### src/rtl/rr_hold_arbiter_pkg.sv
// rr_hold_arbiter_pkg: shared FSM state encoding for the round-robin arbiters
package rr_hold_arbiter_pkg;
  typedef enum logic {
    ST_IDLE  = 1'b0,
    ST_GRANT = 1'b1
  } state_t;
endpackage

### src/rtl/rr_hold_arbiter_if.sv
// rr_hold_arbiter_if: request/grant bundle between requesters (master) and arbiter (slave)
interface rr_hold_arbiter_if #(parameter int N = 4) ();
  logic [N-1:0]         req;
  logic [N-1:0]         grant;
  logic [$clog2(N)-1:0] grant_id;
  logic                 busy;
  modport master (output req, input grant, grant_id, busy);
  modport slave (input req, output grant, grant_id, busy);
endinterface

### src/rtl/rr_hold_arbiter_pick.sv
// rr_pick: combinational rotating priority encoder, first set req at ptr, ptr+1, ... wrapping mod N
module rr_pick #(
  parameter int N = 4
) (
  input  logic [N-1:0]         req,
  input  logic [$clog2(N)-1:0] ptr,
  output logic                 any,
  output logic [$clog2(N)-1:0] idx
);
  localparam int W = $clog2(N);
  logic [W-1:0] j;
  // descending scan so the candidate closest to ptr is written last and wins
  always_comb begin
    any = |req;
    idx = '0;
    j   = '0;
    for (int i = N - 1; i >= 0; i--) begin
      j = W'((int'(ptr) + i) % N);
      if (req[j]) idx = j;
    end
  end
endmodule

### src/rtl/rr_hold_arbiter.sv
// rr_hold_arbiter: fair round-robin arbiter with held grants; optional hold limit via RR_ARB_HOLD_LIMIT_EN
module rr_hold_arbiter
  import rr_hold_arbiter_pkg::*;
#(
  parameter int N        = 4,
  parameter int MAX_HOLD = 8
) (
  input logic               clk,
  input logic               reset,
  rr_hold_arbiter_if.slave  bus
);
  localparam int W = $clog2(N);
  state_t       state_q, state_d;
  logic [W-1:0] owner_q, owner_d, ptr_q, ptr_d, pick_idx;
  logic [N-1:0] pick_req;
  logic         pick_any, keep;
  function automatic logic [W-1:0] wrap_inc(input logic [W-1:0] i);
    return (i == W'(N - 1)) ? '0 : i + 1'b1;
  endfunction
  // the current owner never competes, so release and revoke both hand over to someone else
  assign pick_req = (state_q == ST_GRANT) ? bus.req & ~(N'(1) << owner_q) : bus.req;
  rr_pick #(.N(N)) u_pick (
    .req (pick_req),
    .ptr (ptr_q),
    .any (pick_any),
    .idx (pick_idx)
  );
`ifdef RR_ARB_HOLD_LIMIT_EN
  localparam int WH = (MAX_HOLD > 2) ? $clog2(MAX_HOLD) : 1;
  logic [WH-1:0] hold_q, hold_d;
  logic          hold_max;
  assign hold_max = hold_q == WH'(MAX_HOLD - 1);
  assign keep     = bus.req[owner_q] && !(hold_max && pick_any);
  // hold counter restarts on every grant change and saturates while the owner is alone
  always_comb hold_d = (state_q == ST_GRANT && keep) ? (hold_max ? hold_q : hold_q + 1'b1) : '0;
  // hold counter register
  always_ff @(posedge clk) hold_q <= reset ? '0 : hold_d;
`else
  assign keep = bus.req[owner_q];
`endif
  // parameter sanity; constant once elaborated
  always_ff @(posedge clk) assert (N >= 2 && N <= 16 && MAX_HOLD >= 2);
  // state, owner and search pointer registers
  always_ff @(posedge clk) begin
    if (reset) begin
      state_q <= ST_IDLE;
      owner_q <= '0;
      ptr_q   <= '0;
    end else begin
      state_q <= state_d;
      owner_q <= owner_d;
      ptr_q   <= ptr_d;
    end
  end
  // next state: keep the owner, otherwise hand over to the winner, otherwise idle
  always_comb begin
    state_d = ST_IDLE;
    owner_d = owner_q;
    ptr_d   = ptr_q;
    if (state_q == ST_GRANT && keep) state_d = ST_GRANT;
    else if (pick_any) begin
      state_d = ST_GRANT;
      owner_d = pick_idx;
      ptr_d   = wrap_inc(pick_idx);
    end
  end
  // outputs decode from registered state and owner only
  always_comb begin
    bus.busy     = state_q == ST_GRANT;
    bus.grant    = bus.busy ? N'(1) << owner_q : '0;
    bus.grant_id = owner_q;
  end
endmodule

### src/flat_wrapper.sv
// flat-port wrapper written by rule: the top's interface ports become plain ports
module rr_hold_arbiter_flat import rr_hold_arbiter_pkg::*;
#(
  parameter int N        = 4,
  parameter int MAX_HOLD = 8
)
  (clk, reset, bus_req, bus_grant, bus_grant_id, bus_busy);
  rr_hold_arbiter_if #(.N(N)) bus_i ();
  input logic clk;
  input logic reset;
  input wire logic [$bits(bus_i.req)-1:0] bus_req;
  output wire logic [$bits(bus_i.grant)-1:0] bus_grant;
  output wire logic [$bits(bus_i.grant_id)-1:0] bus_grant_id;
  output wire logic [$bits(bus_i.busy)-1:0] bus_busy;
  assign bus_i.req = bus_req;
  assign bus_grant = bus_i.grant;
  assign bus_grant_id = bus_i.grant_id;
  assign bus_busy = bus_i.busy;
  rr_hold_arbiter #(.N(N), .MAX_HOLD(MAX_HOLD)) u_core (.clk(clk), .reset(reset), .bus(bus_i));
endmodule
### config.mk
export PLATFORM = sky130hd
export DESIGN_NAME = rr_hold_arbiter_flat
export DESIGN_NICKNAME = d
export VERILOG_FILES = /design/src/rtl/rr_hold_arbiter_pkg.sv /design/src/rtl/rr_hold_arbiter_if.sv /design/src/rtl/rr_hold_arbiter_pick.sv /design/src/rtl/rr_hold_arbiter.sv /design/src/flat_wrapper.sv
export SDC_FILE = /design/constraint.sdc
export NUM_CORES = 1
export LEC_CHECK = 0
export ABC_AREA = 1
export BUFFER_PORTS_ARGS = -buffer_cell sky130_fd_sc_hd__clkbuf_2
export CAP_MARGIN = 20
export CORE_AREA = 2 2 39 41
export DETAILED_ROUTE_END_ITERATION = 10
export DIE_AREA = 0 0 41 43
export SLEW_MARGIN = 10
export SYNTH_ARGS = -nofsm -noshare
export SYNTH_HDL_FRONTEND = slang
export SYNTH_SLANG_ARGS = --single-unit
### constraint.sdc
create_clock -name clk -period 4.95 [get_ports clk]
set_input_delay 0.99 -clock clk [delete_from_list [all_inputs] [get_ports clk]]
set_output_delay 0.99 -clock clk [all_outputs]
set_load 0.03 [all_outputs]
# --- After elaboration in Yosys (flattened, before gate mapping) ---
# Cells that the tools add are included.
totals:
  n_memories: 0
  latch_bits: 0
  output_inout_bits: 7
  mem_bits_ro: 0
  reg_bits: 5
  ram_bits: 0
classes:
  bitwise_logic: 3
  muxes: 19
  eq_ne: 1
  div: 0
  n_lt_le_gt_ge: 5
  shift: 1
  mul: 0
  reduce_logical: 3
  addsub: 4
ops:
  columns: ["operator", "count"]
  rows:
  - ["$lt A2 B3 Y1 const B", 5]
  - ["$bmux W1 S2", 5]
  - ["$mux W2", 5]
  - ["$mux W4", 2]
  - ["$mux W1", 7]
  - ["$add A2 B1 Y2 const B", 2]
  - ["$add A2 B2 Y2 const B", 2]
  - ["$and A4 B4 Y4", 1]
  - ["$not A4 Y4", 1]
  - ["$reduce_or A4 Y1", 1]
  - ["$shl A1 B2 Y4 const A", 1]
  - ["$eq A2 B2 Y1 const B", 1]
  - ["$reduce_and A2 Y1", 1]
  - ["$logic_and A1 B1 Y1", 1]
  - ["$not A1 Y1", 1]

# --- Logic depth before layout (Yosys ltp) ---
# Gate-level depths: netlist of run 1.
depth:
  word_depth: 12
  depth_mapped: 14
  depth_no_buf: 14

# --- By module ---
# Synthesis of run 1 repeated with hierarchy kept, for this count alone.
hier_totals:
  hier_cells: 104
  area_unflattened_um2: 529.3
by_module_without_submodules:
  columns: ["mod", "n_inst", "cells_per_inst", "area_per_inst_um2"]
  rows:
  - ["rr_hold_arbiter", 1, 58, 340.3]
  - ["rr_pick", 1, 46, 188.9]

# --- Worst setup path after synthesis of run 1 ---
# OpenSTA, ideal clock, no wires.
synth_timing:
  kind: "flip-flop to output port"
  start: "reg u_core.owner_q[0] (netlist: u_core.bus.grant_id[0])"
  end: "out bus_grant[1]"
  n_path_buf: 0
  slack_ps: 2946
  arrival_time_ps: 1014
  stages_incl_launch_ff: 3
  path_cell_list: "dfxtp_1 nand3_2 inv_1"
synth_via:
  elab_chain_len: 2
synth_lines:
  columns: ["item", "line", "source"]
  rows:
  - ["start: declaration", "rr_hold_arbiter.sv:14", "logic [W-1:0] owner_q, owner_d, ptr_q, ptr_d, pick_idx;"]
  - ["start signal: assignment", "rr_hold_arbiter.sv:51", "owner_q <= owner_d;"]
  - ["$shl A1 B2 Y4", "rr_hold_arbiter.sv:70", "bus.grant = bus.busy ? N'(1) << owner_q : '0;"]
  - ["$mux W4", "rr_hold_arbiter.sv:70", null]
  - ["end: declaration", "flat_wrapper.sv:12", "output wire logic [$bits(bus_i.grant)-1:0] bus_grant;"]
# Every way passes these cells.

# --- Final worst setup path of run 1 ---
# Same ends and word-level chain as after synthesis.

==> results.py, run 1 <==
metrics = {
    "status": {
        "status": "finished, final reports clean",
    },
    "yosys": {
        "ys_seq_elements": 5,
        "synth.distinct_cells": 20,
        "synthSimpleGateAreaFrac_pct": 51.6,
        "synth_top_family_by_area": "simple AND/OR/NAND/NOR gates",
        "synth_compound_area_share_pct": 12.0,
        "yosysWarnings": 0,
        "avgSynthCellArea_um2": 5.93,
        "muxShareOfSynthArea_pct": 0,
        "synth_fa_ha_area_share_pct": 2.40,
        "synth_ff_type": "dfxtp_1",
        "synth_top_cells_by_area": "dfxtp_1, nand2_1, nand3_1",
        "netlist_instances": 88,
        "synth_top_cell_by_area": "dfxtp_1",
        "synth_edf_count": 0,
        "yosys.area.top_type_share_pct": 19.2,
        "ys_async_sr_fraction_pct": 0,
        "seq_area_frac_synth_pct": 19.2,
        "synth_xor_area_share_pct": 3.36,
        "synth_area_um2": 522,
        "synth_fp_nets": 95,
    },
    "critical_path": {
        "worst_ep_arrival_time_ns": 1.14,
        "critPathLaunch": "u_core.bus.grant_id[0]",
        "crit_slowest_cell": "dfxtp_1",
        "start_kind": "flip-flop",
        "critical_path_class": "flip-flop to primary output",
        "cp_top_family": "flip-flops",
        "reg2reg_slack_ns": 3.06,
        "r2r_start": "u_core.ptr_q[0]",
        "rr_worst_depth": 12,
        "cpPeakStageDelay_ns": 0.47,
        "r2r_end": "u_core.ptr_q[1]",
        "crit_buf_inv": 2,
        "critPathMaxFanout": 7,
        "worstPathRequired_ns": 3.96,
        "end_kind": "primary output",
        "worstPathCellList": "nand3_2 > inv_1 > clkbuf_2",
    },
    "place": {
        "place_hpwl_um": 957,
        "gp_congestion": 0.799,
        "dp_slack_ns": 2.67,
        "io_buffers": 12,
        "postPlaceCellArea_um2": 591,
    },
    "detailed_routing": {
        "routed_wl_um": 1100,
        "wl_per_cell_um": 9.24,
        "vias_per_cell": 4.76,
        "drc": 0,
        "dr.pass1.iters": 4,
        "drtIter0Drc": 9,
        "detail-route-antenna-nets": 0,
        "dr_total_vias": 567,
    },
    "final_layout": {
        "n_antenna_cell": 0,
        "final_cell_mix": "nand2_1, nand3_1, clkbuf_2",
        "final_core_util_pct": 44.6,
        "multi_input_area_um2": 362,
        "final_area_um2": 617,
        "final_common_cell": "nand2_1",
        "area_delta_synth_final_pct": 18.2,
        "finalNetCount": 111,
        "drive_gt1_share_pct": 28.2,
        "fillers": 161,
        "final-seq-area_um2": 100,
    },
    "clock_network": {
        "cts_resized": 0,
        "clkTransAtPathRegs_ns": 0.04,
        "clockRootBuffer": "clkbuf_4",
        "ctsHoldBuffers": 0,
        "worstSkewPairLatency_ns": 0.23,
        "cts_buffers": 3,
        "h-tree-depth": 1,
        "clkSinkCount": 5,
        "cts_tree": "yes",
        "cts_buffer_depth": 2,
        "cts_setup_buffers": 0,
    },
    "floorplan": {
        "core_area_um2": 1380,
        "fp.dieH_um": 43,
        "ios": 13,
        "dieArea_um2": 1760,
        "fp.dieW_um": 41,
        "rows": 14,
        "start_util_pct": 37.7,
    },
    "sta": {
        "max_slew_margin_pct": 73.0,
        "finalSetupViolCount": 0,
        "fin_crit_sh_pct": 42.9,
        "tightestPinTransition_ns": 0.404,
        "min_period_ns": 2.13,
        "slew_violations": 0,
        "final.setup_skew_ns": 0.000377,
        "fin_setup_tns_ns": 0,
        "hold_ws_ns": 0.576,
        "postLayoutSetupSlackWorst_ns": 2.82,
        "timing.fmax_mhz": 471,
        "grt_setup_unrepaired": "no",
        "timing.final.hold_violations": 0,
    },
    "global_route": {
        "gr-total-overflow": 0,
        "grt_pass1_vias": 477,
        "grt_pass1_wl_um": 1750,
        "groute.usage.overall_pct": 14.3,
        "antenna_found_initial": 0,
        "grt_max_degree": 11,
    },
    "worst_hold_path": {
        "hold_end": "u_core.ptr_q[1]",
        "hp-class": "flip-flop to flip-flop",
        "min-delay-start": "u_core.ptr_q[1]",
        "hold_depth": 2,
    },
    "flow_run": {
        "drv_cap": 0,
    },
    "power_and_ir_drop": {
        "p_per_area_nw_per_um2": 675,
        "vdd_ir_drop_max_mv": 0.329,
        "leakagePower_nw": 0.366,
    },
}
## per-layer routing
layer	part of all wire, %	up-vias	track usage (%)
li1	-	316	-
met1	47	235	17.5
met2	47	16	22.8
met3	5.4	0	3.14
met4	0	0	6.00
met5	0	-	0
## report_power, final
group | switching, W | internal [W] | total (W)
clock network | 0.0000157 | 0.0000304 | 0.0000461
registers | 0.0000318 | 0.0000559 | 0.0000877
logic | 0.000182 | 0.000101 | 0.000283
total | 0.000229 | 0.000187 | 0.000416
## state kept, by name, summed over array words and instances, names as in the netlist
name,flops
u_core.bus.busy,1
u_core.ptr_q,2
u_core.bus.grant_id,2
## kinds of logic (layout without fill, tap and decap cells)
kind of cell | after synthesis | after routing
simple gates | 56 | 56
buf+inv | 14 | 29
compound gates | 10 | 10
flops | 5 | 5
xor+xnor | 2 | 2
fa+ha+maj | 1 | 1
## synthesized netlist by cell type (all sizes together), types with 3 or more instances
cell type,n
a21oi,5
dfxtp,5
inv,13
nand2,32
nand3,19
nor2,4
o21ai,3
## stage by stage
| step | power (W) | std cells |
|---|---|---|
| final | 0.000416 | 119 |
| after global routing | 0.000464 | 119 |
| after CTS | 0.000422 | 119 |
| after detailed placement | 0.000374 | 115 |
| after global placement | 0.000366 | 115 |
| after floorplan | 0.000318 | 88 |
## final cells by class
class,count,area share (%)
inverter,13,7.91
timing repair buffer,12,9.74
multi-input combinational,69,58.6
sequential,5,16.2
clock buffer,4,4.26
tap,16,3.25
## worst max-delay path by stage
stage / end / depth (start not counted) / slack (ns)
2_1_floorplan: bus_grant[1] / 2 / 2.95
3_3_place_gp: u_core.ptr_q[1] / 11 / 2.69
3_5_place_dp: u_core.ptr_q[1] / 12 / 2.67
4_1_cts: bus_grant[1] / 3 / 2.81
5_1_grt: bus_grant[1] / 3 / 2.74
6_report: bus_grant[1] / 3 / 2.82
## worst reg2reg max path, cell delays in order, from the launching register on
cell and delay (ns):
dfxtp_1 0.56, inv_1 0.15, nand3_1 0.16, nand2_1 0.08, nand2_1 0.06, nand2_1 0.05
nand3_1 0.06, nand3_1 0.07, nand2_1 0.10, inv_1 0.05, ha_1 0.29, nor2_1 0.11
a211oi_1 0.05
(Power assumes the default switching activity.)
==> inputs of run 2 (changes only) <==
==> constraint.sdc (replaced) <==
create_clock -name clk -period 1.7 [get_ports clk]
set_input_delay 0.34 -clock clk [delete_from_list [all_inputs] [get_ports clk]]
set_output_delay 0.34 -clock clk [all_outputs]
set_load 0.03 [all_outputs]
==> results.py, run 2 (synthesis gave the netlist of run 1 again) <==
metrics = {
    "status": {
        "status": "finished with violations",
        "violations": "setup timing",
    },
    "sta": {
        "min_period_ns": 1.72,
        "timing.final.hold_violations": 0,
        "fin_setup_tns_ns": -0.0197,
        "postLayoutSetupSlackWorst_ns": -0.0197,
        "timing.fmax_mhz": 582,
        "fin_crit_sh_pct": 101,
        "max_slew_margin_pct": 81.9,
        "final.setup_skew_ns": 0.00266,
        "grt_setup_unrepaired": "yes",
        "tightestPinTransition_ns": 0.271,
        "slew_violations": 0,
        "finalSetupViolCount": 1,
    },
    "clock_network": {
        "clkTransAtPathRegs_ns": 0.04,
        "h-tree-depth": 1,
        "clkSinkCount": 5,
        "clockRootBuffer": "clkbuf_4",
        "cts_buffer_depth": 2,
        "worstSkewPairLatency_ns": 0.24,
        "ctsHoldBuffers": 0,
        "cts_tree": "yes",
        "cts_buffers": 3,
    },
    "floorplan": {
        "core_area_um2": 1380,
        "rows": 14,
        "fp.dieH_um": 43,
        "ios": 13,
        "fp.dieW_um": 41,
        "start_util_pct": 37.7,
        "dieArea_um2": 1760,
    },
    "place": {
        "io_buffers": 12,
        "postPlaceCellArea_um2": 622,
        "place_hpwl_um": 957,
        "dp_cells": 117,
        "gp_congestion": 0.723,
    },
    "global_route": {
        "groute.usage.overall_pct": 15.7,
        "use_met3_pct": 3.14,
        "use_met2_pct": 26.3,
        "antenna_found_initial": 0,
        "grt_pass1_wl_um": 1970,
        "gr-total-overflow": 0,
        "grt-busiest-layer": "met2",
        "grt_max_degree": 9,
        "grt_pass1_vias": 513,
        "use_met1_pct": 19.5,
    },
    "final_layout": {
        "final_cell_mix": "nand2_1, nand2_2, clkbuf_2",
        "drive_gt1_share_pct": 56.5,
        "final_core_util_pct": 59.8,
        "fillers": 132,
        "final_common_cell": "nand2_1",
        "finalNetCount": 116,
        "area_delta_synth_final_pct": 58.5,
        "final_area_um2": 827,
        "fin_cells": 124,
        "n_antenna_cell": 0,
    },
    "critical_path": {
        "end_kind": "flip-flop",
        "start_kind": "flip-flop",
        "worstPathRequired_ns": 1.85,
        "reg2reg_slack_ns": -0.02,
        "worst_ep_arrival_time_ns": 1.87,
        "critical_path_class": "flip-flop to flip-flop",
        "critPathMaxFanout": 6,
    },
    "detailed_routing": {
        "routed_wl_um": 1360,
        "dr.pass1.iters": 4,
        "drtIter0Drc": 7,
        "dr_total_vias": 619,
        "detail-route-antenna-nets": 0,
        "vias_per_cell": 4.99,
        "drc": 0,
        "wl_per_cell_um": 11.0,
    },
    "power_and_ir_drop": {
        "leakagePower_nw": 0.428,
        "report.power.total_w": 0.00171,
        "vdd_ir_drop_max_mv": 1.00,
        "p_per_area_nw_per_um2": 2070,
    },
    "worst_hold_path": {
        "hp-class": "input pin to flip-flop",
    },
    "flow_run": {
        "drv_cap": 0,
    },
}
-- run 2: final cells by class --
type                    instances  area, µm²  area share (%)
clock buffers                   4       26.3            3.18
inverters                      13       51.3            6.20
multi-input cells              69        505            61.1
flip-flops and latches          5        114            13.8
well taps                      16       20.0            2.42
repair buffers                 17        110            13.3
-- run 2: worst paths after layout --
kind                                             start               to  cells after the start
worst max-delay path            u_core.bus.grant_id[1]  u_core.ptr_q[1]                     12
worst min-delay path                             reset  u_core.ptr_q[0]                      2
worst max register to register  u_core.bus.grant_id[1]  u_core.ptr_q[1]                     12
worst min register to register         u_core.ptr_q[0]  u_core.ptr_q[0]                      2
-- run 2: what timing repair did --
action / in CTS / in global routing
gates resized for setup: 6 / 29
hold endpoints to repair: 0 / 0
endpoints found under the setup margin: 2 / 2
pin swaps: 1 / 15
setup buffers: 0 / 3
-- run 2: worst max-delay path, stage by stage, from the launching register on --
cell,delay (ns)
dfxtp_4,0.40
inv_2,0.06
nand3_2,0.09
nand3_1,0.10
nand2_2,0.10
nand2_2,0.06
nand2_2,0.08
o21ai_2,0.06
nand2_2,0.09
nand2_2,0.09
ha_4,0.26
nor2_1,0.03
a211oi_1,0.19
-- run 2: per-stage QoR --
| step | hold WS [ns] | worst slack (ns) |
|---|---|---|
| final | 0.317 | -0.0197 |
| after global routing | 0.319 | -0.142 |
| after CTS | 0.313 | 0.00783 |
| after detailed placement | 0.522 | -0.0502 |
| after global placement | 0.519 | -0.0324 |
| after floorplan | 0.402 | 0.0641 |
-- run 2: per-layer routing --
| layer | share of wire [%] | vias up |
|---|---|---|
| li1 | - | 330 |
| met1 | 43 | 274 |
| met2 | 54 | 15 |
| met3 | 2.9 | 0 |
| met4 | 0 | 0 |
| met5 | 0 | - |
-- run 2: power breakdown --
group          switching [W]  internal, W
Sequential          0.000124     0.000182
Combinational       0.000719     0.000553
Clock              0.0000464    0.0000886
